--- src/rtl/gen_scheduler_pkg.sv ---
// Shared types and constants for the life-pipeline generation scheduler.
//   LOG_MAX_SPEED_DEF : default width of the speed setting
//   MAX_SPEED         : number of speed steps (2**LOG_MAX_SPEED_DEF)
//   pos_t             : cell coordinate type used by cursor and edit paths
//   sched_state_t     : scheduler FSM states
package gen_scheduler_pkg;

  localparam int LOG_MAX_SPEED_DEF = 3;
  localparam int MAX_SPEED         = 2 ** LOG_MAX_SPEED_DEF;
  localparam int POS_W             = 6;

  typedef logic [POS_W-1:0] pos_t;

  typedef enum logic [1:0] {
    WAIT = 2'd0,
    GEN  = 2'd1,
    EDIT = 2'd2
  } sched_state_t;

endpackage

--- src/rtl/gen_scheduler_frame_divider.sv ---
// Frame divider: counts frame_start pulses against the speed setting and
// raises a sticky "generation due" flag.
//   clk, rst     : clock, synchronous active-high reset
//   frame_start  : end-of-frame pulse
//   speed        : 0 = slowest, max = one generation per frame
//   run          : 1 = free-run (count frames), 0 = paused (count holds)
//   step         : single-generation request, honoured only while paused
//   due_clr      : consume the due flag (scheduler starting a generation)
//   due          : due flag, including a hit on the current frame_start
module frame_divider #(
  parameter int LOG_MAX_SPEED = gen_scheduler_pkg::LOG_MAX_SPEED_DEF
) (
  input  logic                     clk,
  input  logic                     rst,
  input  logic                     frame_start,
  input  logic [LOG_MAX_SPEED-1:0] speed,
  input  logic                     run,
  input  logic                     step,
  input  logic                     due_clr,
  output logic                     due
);

  localparam int CW = LOG_MAX_SPEED + 1;
  localparam logic [CW-1:0] MAX_P = {1'b1, {LOG_MAX_SPEED{1'b0}}};

  logic [CW-1:0] r_fcnt;
  logic [CW-1:0] w_fcnt_inc;
  logic [CW-1:0] w_period;
  logic          w_hit;
  logic          r_due;

  // Period is evaluated live, so lowering it below the running count
  // fires on the very next counted frame.
  assign w_period   = MAX_P - {1'b0, speed};
  assign w_fcnt_inc = r_fcnt + CW'(1);
  assign w_hit      = frame_start & run & (w_fcnt_inc >= w_period);

  // The hit is visible combinationally so the scheduler can start a pass
  // on the same frame_start that completes the count.
  assign due = r_due | w_hit;

  always_ff @(posedge clk) begin
    if (rst) begin
      r_fcnt <= '0;
      r_due  <= 1'b0;
    end else begin
      if (frame_start && run)
        r_fcnt <= w_hit ? '0 : w_fcnt_inc;
      // Clear consumes everything visible on 'due' this cycle, including w_hit.
      if (due_clr)
        r_due <= 1'b0;
      else if (w_hit || (step && !run))
        r_due <= 1'b1;
    end
  end

endmodule

--- src/rtl/gen_scheduler.sv ---
// Generation scheduler: decides which frames run a life_logic pass, owns
// the ping-pong buffer select, and serialises cursor edits so they never
// share the cell-memory write port with a generation pass.
//   clk, rst            : clock, synchronous active-high reset
//   frame_start_in      : end-of-active-scan pulse
//   speed_in, run_in    : speed setting, free-run level
//   step_in             : single generation while paused
//   click_in, cursor_*  : cell toggle request and its coordinates
//   edit_ready_in       : memory writer accepts the edit
//   gen_active_out      : life_logic writes the next generation this frame
//   rd_buf_out          : displayed/read buffer (write buffer is the other)
//   edit_valid_out, edit_x_out, edit_y_out : edit request
//   edit_overflow_out   : sticky, a click was dropped
//   gen_count_out       : completed generations (wraps)
//
// state | meaning
// WAIT  | no generation this frame; edits may issue
// GEN   | generation pass in progress
// EDIT  | edit handshake in flight
module gen_scheduler
  import gen_scheduler_pkg::*;
#(
  parameter int LOG_MAX_SPEED = LOG_MAX_SPEED_DEF,
  parameter int GEN_CNT_W     = 16
) (
  input  logic                     clk,
  input  logic                     rst,
  input  logic                     frame_start_in,
  input  logic [LOG_MAX_SPEED-1:0] speed_in,
  input  logic                     run_in,
  input  logic                     step_in,
  input  logic                     click_in,
  input  pos_t                     cursor_x_in,
  input  pos_t                     cursor_y_in,
  input  logic                     edit_ready_in,
  output logic                     gen_active_out,
  output logic                     rd_buf_out,
  output logic                     edit_valid_out,
  output pos_t                     edit_x_out,
  output pos_t                     edit_y_out,
  output logic                     edit_overflow_out,
  output logic [GEN_CNT_W-1:0]     gen_count_out
);

  sched_state_t r_state;
  sched_state_t w_state_nxt;

  logic r_pend_valid;
  pos_t r_pend_x;
  pos_t r_pend_y;

  logic w_due;
  logic w_due_clr;
  logic w_start_edit;
  logic w_end_gen;
  logic w_handshake;

  frame_divider #(
    .LOG_MAX_SPEED (LOG_MAX_SPEED)
  ) u_div (
    .clk         (clk),
    .rst         (rst),
    .frame_start (frame_start_in),
    .speed       (speed_in),
    .run         (run_in),
    .step        (step_in),
    .due_clr     (w_due_clr),
    .due         (w_due)
  );

  // A pending edit wins over a due frame; the due flag then stays set and
  // the pass starts on a later frame_start.
  always_comb begin
    w_state_nxt  = r_state;
    w_due_clr    = 1'b0;
    w_start_edit = 1'b0;
    w_end_gen    = 1'b0;
    w_handshake  = 1'b0;
    case (r_state)
      WAIT: begin
        if (r_pend_valid) begin
          w_state_nxt  = EDIT;
          w_start_edit = 1'b1;
        end else if (frame_start_in && w_due) begin
          w_state_nxt = GEN;
          w_due_clr   = 1'b1;
        end
      end
      GEN: begin
        if (frame_start_in) begin
          w_state_nxt = WAIT;
          w_end_gen   = 1'b1;
        end
      end
      EDIT: begin
        if (edit_ready_in) begin
          w_state_nxt = WAIT;
          w_handshake = 1'b1;
        end
      end
      default: w_state_nxt = WAIT;
    endcase
  end

  always_ff @(posedge clk) begin
    if (rst) begin
      r_state           <= WAIT;
      gen_active_out    <= 1'b0;
      rd_buf_out        <= 1'b0;
      edit_valid_out    <= 1'b0;
      edit_x_out        <= '0;
      edit_y_out        <= '0;
      edit_overflow_out <= 1'b0;
      gen_count_out     <= '0;
      r_pend_valid      <= 1'b0;
      r_pend_x          <= '0;
      r_pend_y          <= '0;
    end else begin
      r_state        <= w_state_nxt;
      gen_active_out <= (w_state_nxt == GEN);
      edit_valid_out <= (w_state_nxt == EDIT);

      if (w_end_gen) begin
        rd_buf_out    <= ~rd_buf_out;
        gen_count_out <= gen_count_out + GEN_CNT_W'(1);
      end

      if (w_start_edit) begin
        edit_x_out <= r_pend_x;
        edit_y_out <= r_pend_y;
      end

      // The entry freed by a handshake can take a click in the same cycle.
      if (click_in && (!r_pend_valid || w_handshake)) begin
        r_pend_valid <= 1'b1;
        r_pend_x     <= cursor_x_in;
        r_pend_y     <= cursor_y_in;
      end else if (w_handshake) begin
        r_pend_valid <= 1'b0;
      end

      if (click_in && r_pend_valid && !w_handshake)
        edit_overflow_out <= 1'b1;
    end
  end

endmodule
--- config.mk ---
export PLATFORM = sky130hd
export DESIGN_NAME = gen_scheduler
export DESIGN_NICKNAME = d
export VERILOG_FILES = /design/src/rtl/gen_scheduler_pkg.sv /design/src/rtl/gen_scheduler_frame_divider.sv /design/src/rtl/gen_scheduler.sv
export SDC_FILE = /design/constraint.sdc
export NUM_CORES = 1
export LEC_CHECK = 0
export BUFFER_PORTS_ARGS = -buffer_cell sky130_fd_sc_hd__buf_4
export CORE_ASPECT_RATIO = 1.1
export CORE_MARGIN = 2
export CORE_UTILIZATION = 53
export CTS_BUF_LIST = sky130_fd_sc_hd__clkbuf_8
export DETAILED_ROUTE_END_ITERATION = 12
export PLACE_DENSITY = 0.86
export RECOVER_POWER = 25
export SYNTH_ARGS = -nofsm -noshare
export SYNTH_HDL_FRONTEND = slang
export SYNTH_SLANG_ARGS = --single-unit
--- constraint.sdc ---
create_clock -name clk -period 2.6 [get_ports clk]
set_input_delay 0.52 -clock clk [delete_from_list [all_inputs] [get_ports clk]]
set_output_delay 0.52 -clock clk [all_outputs]
set_load 0.05 [all_outputs]
==> flow_summary.toml, run 1 <==
[clock_network]
h-tree-depth = 2
clock_path_buffers = 2
cts.repair.resized = 0
clk_latency_ps = 310
post-cts-setup-buffers = 0
numCtsBuffers = 5
cts_sinks = 52
cts_hold_buf = 0
cts_tree = "yes"
root_buffer = "clkbuf_8"
clk_pin_slew_ps = 90

[yosys]
yosysTopAreaCell = "dfxtp_1"
yosys.area_share.simple_pct = 21.3
yosys_most_used_dff = "dfxtp_1"
syn_nets = 261
yosysSeqAreaShare_pct = 46.0
async_flop_share_pct = 0
synth_compound_area_share_pct = 8.63
synth_area_leaders = "dfxtp_1 46%, mux2i_1 11%, nor2_1 7.5%"
synth_top_family_by_area = "simple AND/OR/NAND/NOR gates"
synth_fa_ha_area_share_pct = 3.87
synth_edf_count = 0
ys_seq_elements = 52
synthDistinctLibCells = 43
synth.area.mux_share_pct = 11.1
synth_top_area_share_pct = 46.0
avgSynthCellArea_um2 = 9.75
syn_area_um2 = 2260
netlist_instances = 232
synth_xor_xnor_area_share_pct = 5.81
ys_warn_count = 0

[power_and_ir_drop]
pwr_density_cell_nw_per_um2 = 553
leakage_nw = 1.20
ir_drop_v = 0.000442
p_total_w = 0.00152

[floorplan]
ios = 54
rows = 24
coreArea_um2 = 4020
initial_core_util_pct = 56.2
die_h_um = 72.5
die-area_um2 = 4800
die_x_um = 66.3

[setup_path]
worstSetupPathType = "register to register"
cp-startpoint = "u_div.r_fcnt[2]$_SDFFE_PP0P_"
slowest_delay_ps = 440
cp.required_ps = 2820
slowest_stage = "dfxtp_1"
cp-end-kind = "register"
critPathLaunchType = "register"
cp_cell_sequence = "nand3_1, xnor2_1, ha_1, a21o_1, nor2_1, o21ai_0, o211ai_1"
worstPathArrival_ps = 2190
rr_startpoint = "u_div.r_fcnt[2]$_SDFFE_PP0P_"
critPathMaxFanout = 5

[drt]
avgViaCountPerCell = 5.47
drc = 0
drt-total-wl_um = 4440
vias = 1843
drt_first_iter_violations = 112
firstDrtPassIters = 4
wl_per_cell_um = 13.2
ant_nets = 0

[timing]
skew_ps = 7.01
report.final.slew_viol_count = 0
fin_setup_tns_ps = 0
rsz0062_at_grt = "false"
max_clock_freq_mhz = 509
finalCritPeriodShare_pct = 75.6
setup_ws_ps = 634
holdWs_ps = 435
slew_headroom_pct = 40.3
finalCriticalPeriod_ps = 1970
tightest_slew_ps = 896
finalHoldViolCount = 0
finalSetupViolations = 0

[layout]
syn2layout_area_growth_pct = 21.1
drive_above_1_share_pct = 20.4
layout_common_cells = "52 x dfxtp_1, 45 x nor2_1, 45 x buf_4"
n_fill_cell = 331
layout_commonest_cell = "dfxtp_1"
nNetsFinal = 313
n_antenna_cell = 0

[run]
drv_cap = 0

[grt]
antenna_found_initial = 0
grt_usage_pct = 20.1
grt_first_pass_wirelength_um = 7460
grt_max_degree = 52
grt_pass1_vias = 1723
gr-total-overflow = 0

[hold_path]
hp-start = "edit_ready_in"
hold_path.class = "primary input to register"

[placement]
finalWeightedCongestion = 0.883
dp_hpwl_um = 3140
io_buffers = 53
post-place-ws_ps = 473

[run_status]
status = "finished, final reports clean"
==> synth_stat cells, types with 3 or more instances <==
library cell	instances
mux2i_1	25
xor2_1	7
clkbuf_1	3
o32ai_1	3
or3_1	3
dfxtp_1	52
nand3b_1	3
nand4_1	6
inv_1	6
a21oi_1	9
buf_4	3
o21ai_0	4
nand2_1	7
nand3_1	3
nand2b_1	4
nor2_1	45
xnor2_1	8
ha_1	7
==> through the flow <==
stage / util [%] / instance area (µm²) / cells
after floorplan: - / 2260 / 232
after global placement: 66.8 / 2690 / 329
after global routing: 68.1 / 2740 / 337
after detailed placement: 66.8 / 2690 / 329
final: 68.1 / 2740 / 337
after CTS: 69.1 / 2780 / 337
==> critical path, delay by kind of cell (launching register included) <==
kind	cells	cell delay, ps
AOI/OAI and AO/OA	3	550
DFF	1	440
and+or+nand+nor	2	340
adders and majority gates	1	290
xor gates and xnor gates	1	250
==> final timing paths <==
| kind | to | slack, ps | depth (start not counted) |
|---|---|---|---|
| worst min-delay path | r_state[1]$_SDFF_PP0_ | 440 | 2 |
| worst max-delay path | u_div.r_fcnt[2]$_SDFFE_PP0P_ | 630 | 7 |
| worst min register to register | edit_overflow_out$_SDFFE_PP0P_ | 490 | 2 |
| worst max register to register | u_div.r_fcnt[2]$_SDFFE_PP0P_ | 630 | 7 |
==> report_power, final <==
| part | internal, W | switching [W] | total [W] |
|---|---|---|---|
| Sequential | 0.000824 | 0.0000223 | 0.000847 |
| Clock | 0.000213 | 0.000258 | 0.000471 |
| Combinational | 0.0000834 | 0.000114 | 0.000198 |
| Total | 0.00112 | 0.000394 | 0.00152 |
==> final cells by class <==
class | instances | area, µm² | share of cell area [%]
flip-flops and latches | 52 | 1040 | 38.0
clock inverters | 2 | 11.3 | 0.411
repair buffers | 55 | 375 | 13.7
well taps | 52 | 65.1 | 2.38
clock buffers | 6 | 82.6 | 3.02
inverters | 6 | 22.5 | 0.822
multi-input cells | 164 | 1140 | 41.7
==> metal layers <==
layer | global-route usage [%] | routed length, µm | part of all wire, % | vias to the layer above
li1 | - | - | - | 914
met4 | 8.84 | 74 | 1.7 | 0
met2 | 35.3 | 2240 | 50 | 49
met1 | 22.7 | 1910 | 43 | 873
met5 | 0 | 0 | 0 | -
met3 | 4.96 | 218 | 4.9 | 7
==> cells by family (layout without fill, tap and decap cells) <==
kind of cell,after synthesis,in the layout
buffers and inverters,16,69
adders and majority gates,7,7
AOI/OAI and AO/OA,28,28
muxes,25,25
xor gates and xnor gates,15,15
DFF,52,52
and+or+nand+nor,89,89
==> flip-flops by register name (all words and copies together), names as in the netlist <==
name and flops:
r_pend_x 6, gen_active_out 1, edit_valid_out 1, r_pend_y 6, r_state 2, u_div.r_due 1
edit_overflow_out 1, edit_x_out 6, rd_buf_out 1, edit_y_out 6, u_div.r_fcnt 4, r_pend_valid 1
gen_count_out 16
Note: power is estimated with default switching activity, not from simulation.
==> inputs of run 2 (changes only) <==
--- a/config.mk
+++ b/config.mk
@@ -5,13 +5,14 @@
 export SDC_FILE = /design/constraint.sdc
 export NUM_CORES = 1
 export LEC_CHECK = 0
+export ABC_AREA = 1
 export BUFFER_PORTS_ARGS = -buffer_cell sky130_fd_sc_hd__buf_4
 export CORE_ASPECT_RATIO = 1.1
 export CORE_MARGIN = 2
-export CORE_UTILIZATION = 53
+export CORE_UTILIZATION = 50
 export CTS_BUF_LIST = sky130_fd_sc_hd__clkbuf_8
 export DETAILED_ROUTE_END_ITERATION = 12
-export PLACE_DENSITY = 0.86
+export PLACE_DENSITY = 0.85
 export RECOVER_POWER = 25
 export SYNTH_ARGS = -nofsm -noshare
 export SYNTH_HDL_FRONTEND = slang
==> constraint.sdc (replaced) <==
create_clock -name clk -period 1.7 [get_ports clk]
set_input_delay 0.34 -clock clk [delete_from_list [all_inputs] [get_ports clk]]
set_output_delay 0.34 -clock clk [all_outputs]
set_load 0.05 [all_outputs]
==> flow_summary.toml, run 2 <==
[yosys]
netlist_instances = 318
synth_common_cells = "71 x nor2_1, 53 x nand2_1, 52 x dfxtp_1, 28 x inv_1, 22 x a21oi_1"
ys_seq_elements = 52
async_flop_share_pct = 0
synthDistinctLibCells = 28
yosysMostFrequentCell = "nor2_1"
syn_area_um2 = 2320
synth_edf_count = 0
yosysTopAreaCell = "dfxtp_1"
yosysSeqAreaShare_pct = 44.8
synth_area_leaders = "dfxtp_1 45%, nor2_1 11%, nand2_1 8.6%"
ys_warn_count = 0
syn_nets = 347
avgSynthCellArea_um2 = 7.30
yosys_most_used_dff = "dfxtp_1"
synth_top_area_share_pct = 44.8

[drt]
drt-total-wl_um = 4890
wl_per_cell_um = 11.2
drc = 0
vias = 2199
avgViaCountPerCell = 5.04
firstDrtPassIters = 4
ant_nets = 0
drt_first_iter_violations = 72

[grt]
antenna_found_initial = 0
grt_max_degree = 21
grt_pass1_vias = 1878
grt_first_pass_wirelength_um = 7820
gr-usage-met3_pct = 4.14
gr-total-overflow = 0
grt_use_met2_pct = 35.3
grt-busiest-layer = "met2"
grt_usage_pct = 19.6
grt_util_met1_pct = 22.8

[placement]
finalWeightedCongestion = 0.818
dpl_cell_area_um2 = 2800
io_buffers = 53
place_inst = 425
dp_hpwl_um = 3600

[clock_network]
clk_latency_ps = 300
root_buffer = "clkbuf_8"
cts_hold_buf = 0
cts_sinks = 52
clock_path_buffers = 2
clk_pin_slew_ps = 90
numCtsBuffers = 5
cts_tree = "yes"
h-tree-depth = 2

[layout]
largest_reg_flops = 16
layout_common_cells = "72 x nor2_1, 52 x buf_4, 50 x nand2_1, 50 x dfxtp_1, 28 x inv_1"
n_antenna_cell = 0
fin_util_pct = 64.5
finalInstanceArea_um2 = 2940
layout_commonest_cell = "nor2_1"
final-instance-count-excl-fill = 436
drive_above_1_share_pct = 22.4
largest-register = "gen_count_out"
nNetsFinal = 408
syn2layout_area_growth_pct = 26.4

[timing]
rsz0062_at_grt = "true"
tightest_slew_ps = 599
fin_setup_tns_ps = -17.9
finalCriticalPeriod_ps = 1720
skew_ps = 3.77
finalSetupViolations = 1
max_clock_freq_mhz = 582
finalHoldViolCount = 0
slew_headroom_pct = 60.2
report.final.slew_viol_count = 0
setup_ws_ps = -17.9
finalCritPeriodShare_pct = 101

[run_status]
violations = "setup timing"
status = "complete, but fails checks"

[floorplan]
die_h_um = 75.5
rows = 26
die_x_um = 69.0
coreArea_um2 = 4550
die-area_um2 = 5210
ios = 54
initial_core_util_pct = 51.0

[setup_path]
critPathLaunchType = "register"
worstSetupPathType = "register to register"
worstPathArrival_ps = 1960
critPathMaxFanout = 6
rrSetupSlack_ps = -20
cp.required_ps = 1940
cp-end-kind = "register"
timing.rr.end = "u_div.r_fcnt[0]$_SDFFE_PP0P_"
reg2reg_depth = 8
rr_startpoint = "u_div.r_fcnt[1]$_SDFFE_PP0P_"

[power_and_ir_drop]
p_total_w = 0.00249
leakage_nw = 1.31
pwr_density_cell_nw_per_um2 = 848
ir_drop_v = 0.000437

[hold_path]
hp-start = "cursor_y_in[3]"
hold_path.class = "primary input to register"
hold_depth = 3
whs_endpoint = "r_pend_y[3]$_SDFFE_PP0P_"

[run]
drv_cap = 0
## run 2: changes by cell type after synthesis, moves of 10 or more
| cell | change |
|---|---|
| mux2i_1 | -25 |
| inv_1 | +22 |
| nor2_1 | +26 |
| a21oi_1 | +13 |
| nand2_1 | +46 |
| o21ai_0 | +17 |
| o21ai_1 | +10 |
| nand3_1 | +10 |
## run 2: kinds of logic after synthesis
kind of cell / share of synthesized area (%)
DFF: 44.8
adders and majority gates: 3.77
and+or+nand+nor: 30.9
xor gates and xnor gates: 1.51
AOI/OAI and AO/OA: 11.7
buffers and inverters: 7.27
## run 2: layout make-up
class	instances	area (µm²)
multi-input combinational	223	1170
sequential	52	1050
inverter	34	128
fill	419	1620
timing repair buffer	63	432
clock buffer	5	68.8
clock inverter	3	20.0
tap	56	70.1
## run 2: critical path, stage by stage (launching register included)
cell	delay, ps
dfxtp_4	380
nand3_1	140
xnor2_2	230
ha_4	240
a21oi_1	170
nand3_2	120
nand2_4	110
nand3b_1	100
a21oi_2	140
## run 2: worst max path at each step
| stage | start | endpoint | cells after the start |
|---|---|---|---|
| 2_1_floorplan | gen_count_out[1]$_SDFFE_PP0P_ | gen_count_out[10]$_SDFFE_PP0P_ | 6 |
| 3_3_place_gp | speed_in[0] | r_state[0]$_SDFF_PP0_ | 13 |
| 3_5_place_dp | speed_in[0] | u_div.r_due$_SDFFE_PP0P_ | 14 |
| 4_1_cts | u_div.r_fcnt[1]$_SDFFE_PP0P_ | gen_active_out$_SDFF_PP0_ | 11 |
| 5_1_grt | u_div.r_fcnt[0]$_SDFFE_PP0P_ | u_div.r_fcnt[0]$_SDFFE_PP0P_ | 8 |
| 6_report | u_div.r_fcnt[1]$_SDFFE_PP0P_ | u_div.r_fcnt[0]$_SDFFE_PP0P_ | 8 |
## run 2: power breakdown
part,total [W],internal [W],switching [W]
combinational,0.000466,0.000155,0.000311
sequential,0.00133,0.00129,0.0000389
clock,0.000695,0.000288,0.000407
total,0.00249,0.00173,0.000757
## run 2: layer usage
layer | part of all wire, % | vias to the layer above
li1 | - | 1138
met1 | 42 | 994
met2 | 50 | 56
met3 | 5.5 | 11
met4 | 2.2 | 0
met5 | 0 | -
## run 2: through the flow
step                      hold slack (ps)  setup WS [ps]
after global placement                458          -84.9
after global routing                  262           -122
after floorplan                       448           38.2
after CTS                             263          -2.04
after detailed placement              466           -176
final                                 266          -17.9
## run 2: repair_timing
item / CTS / global route
pin swaps: 9 / 8
buffers inserted: 2 / 1
endpoints found under the setup margin: 7 / 7
gates resized for setup: 9 / 11
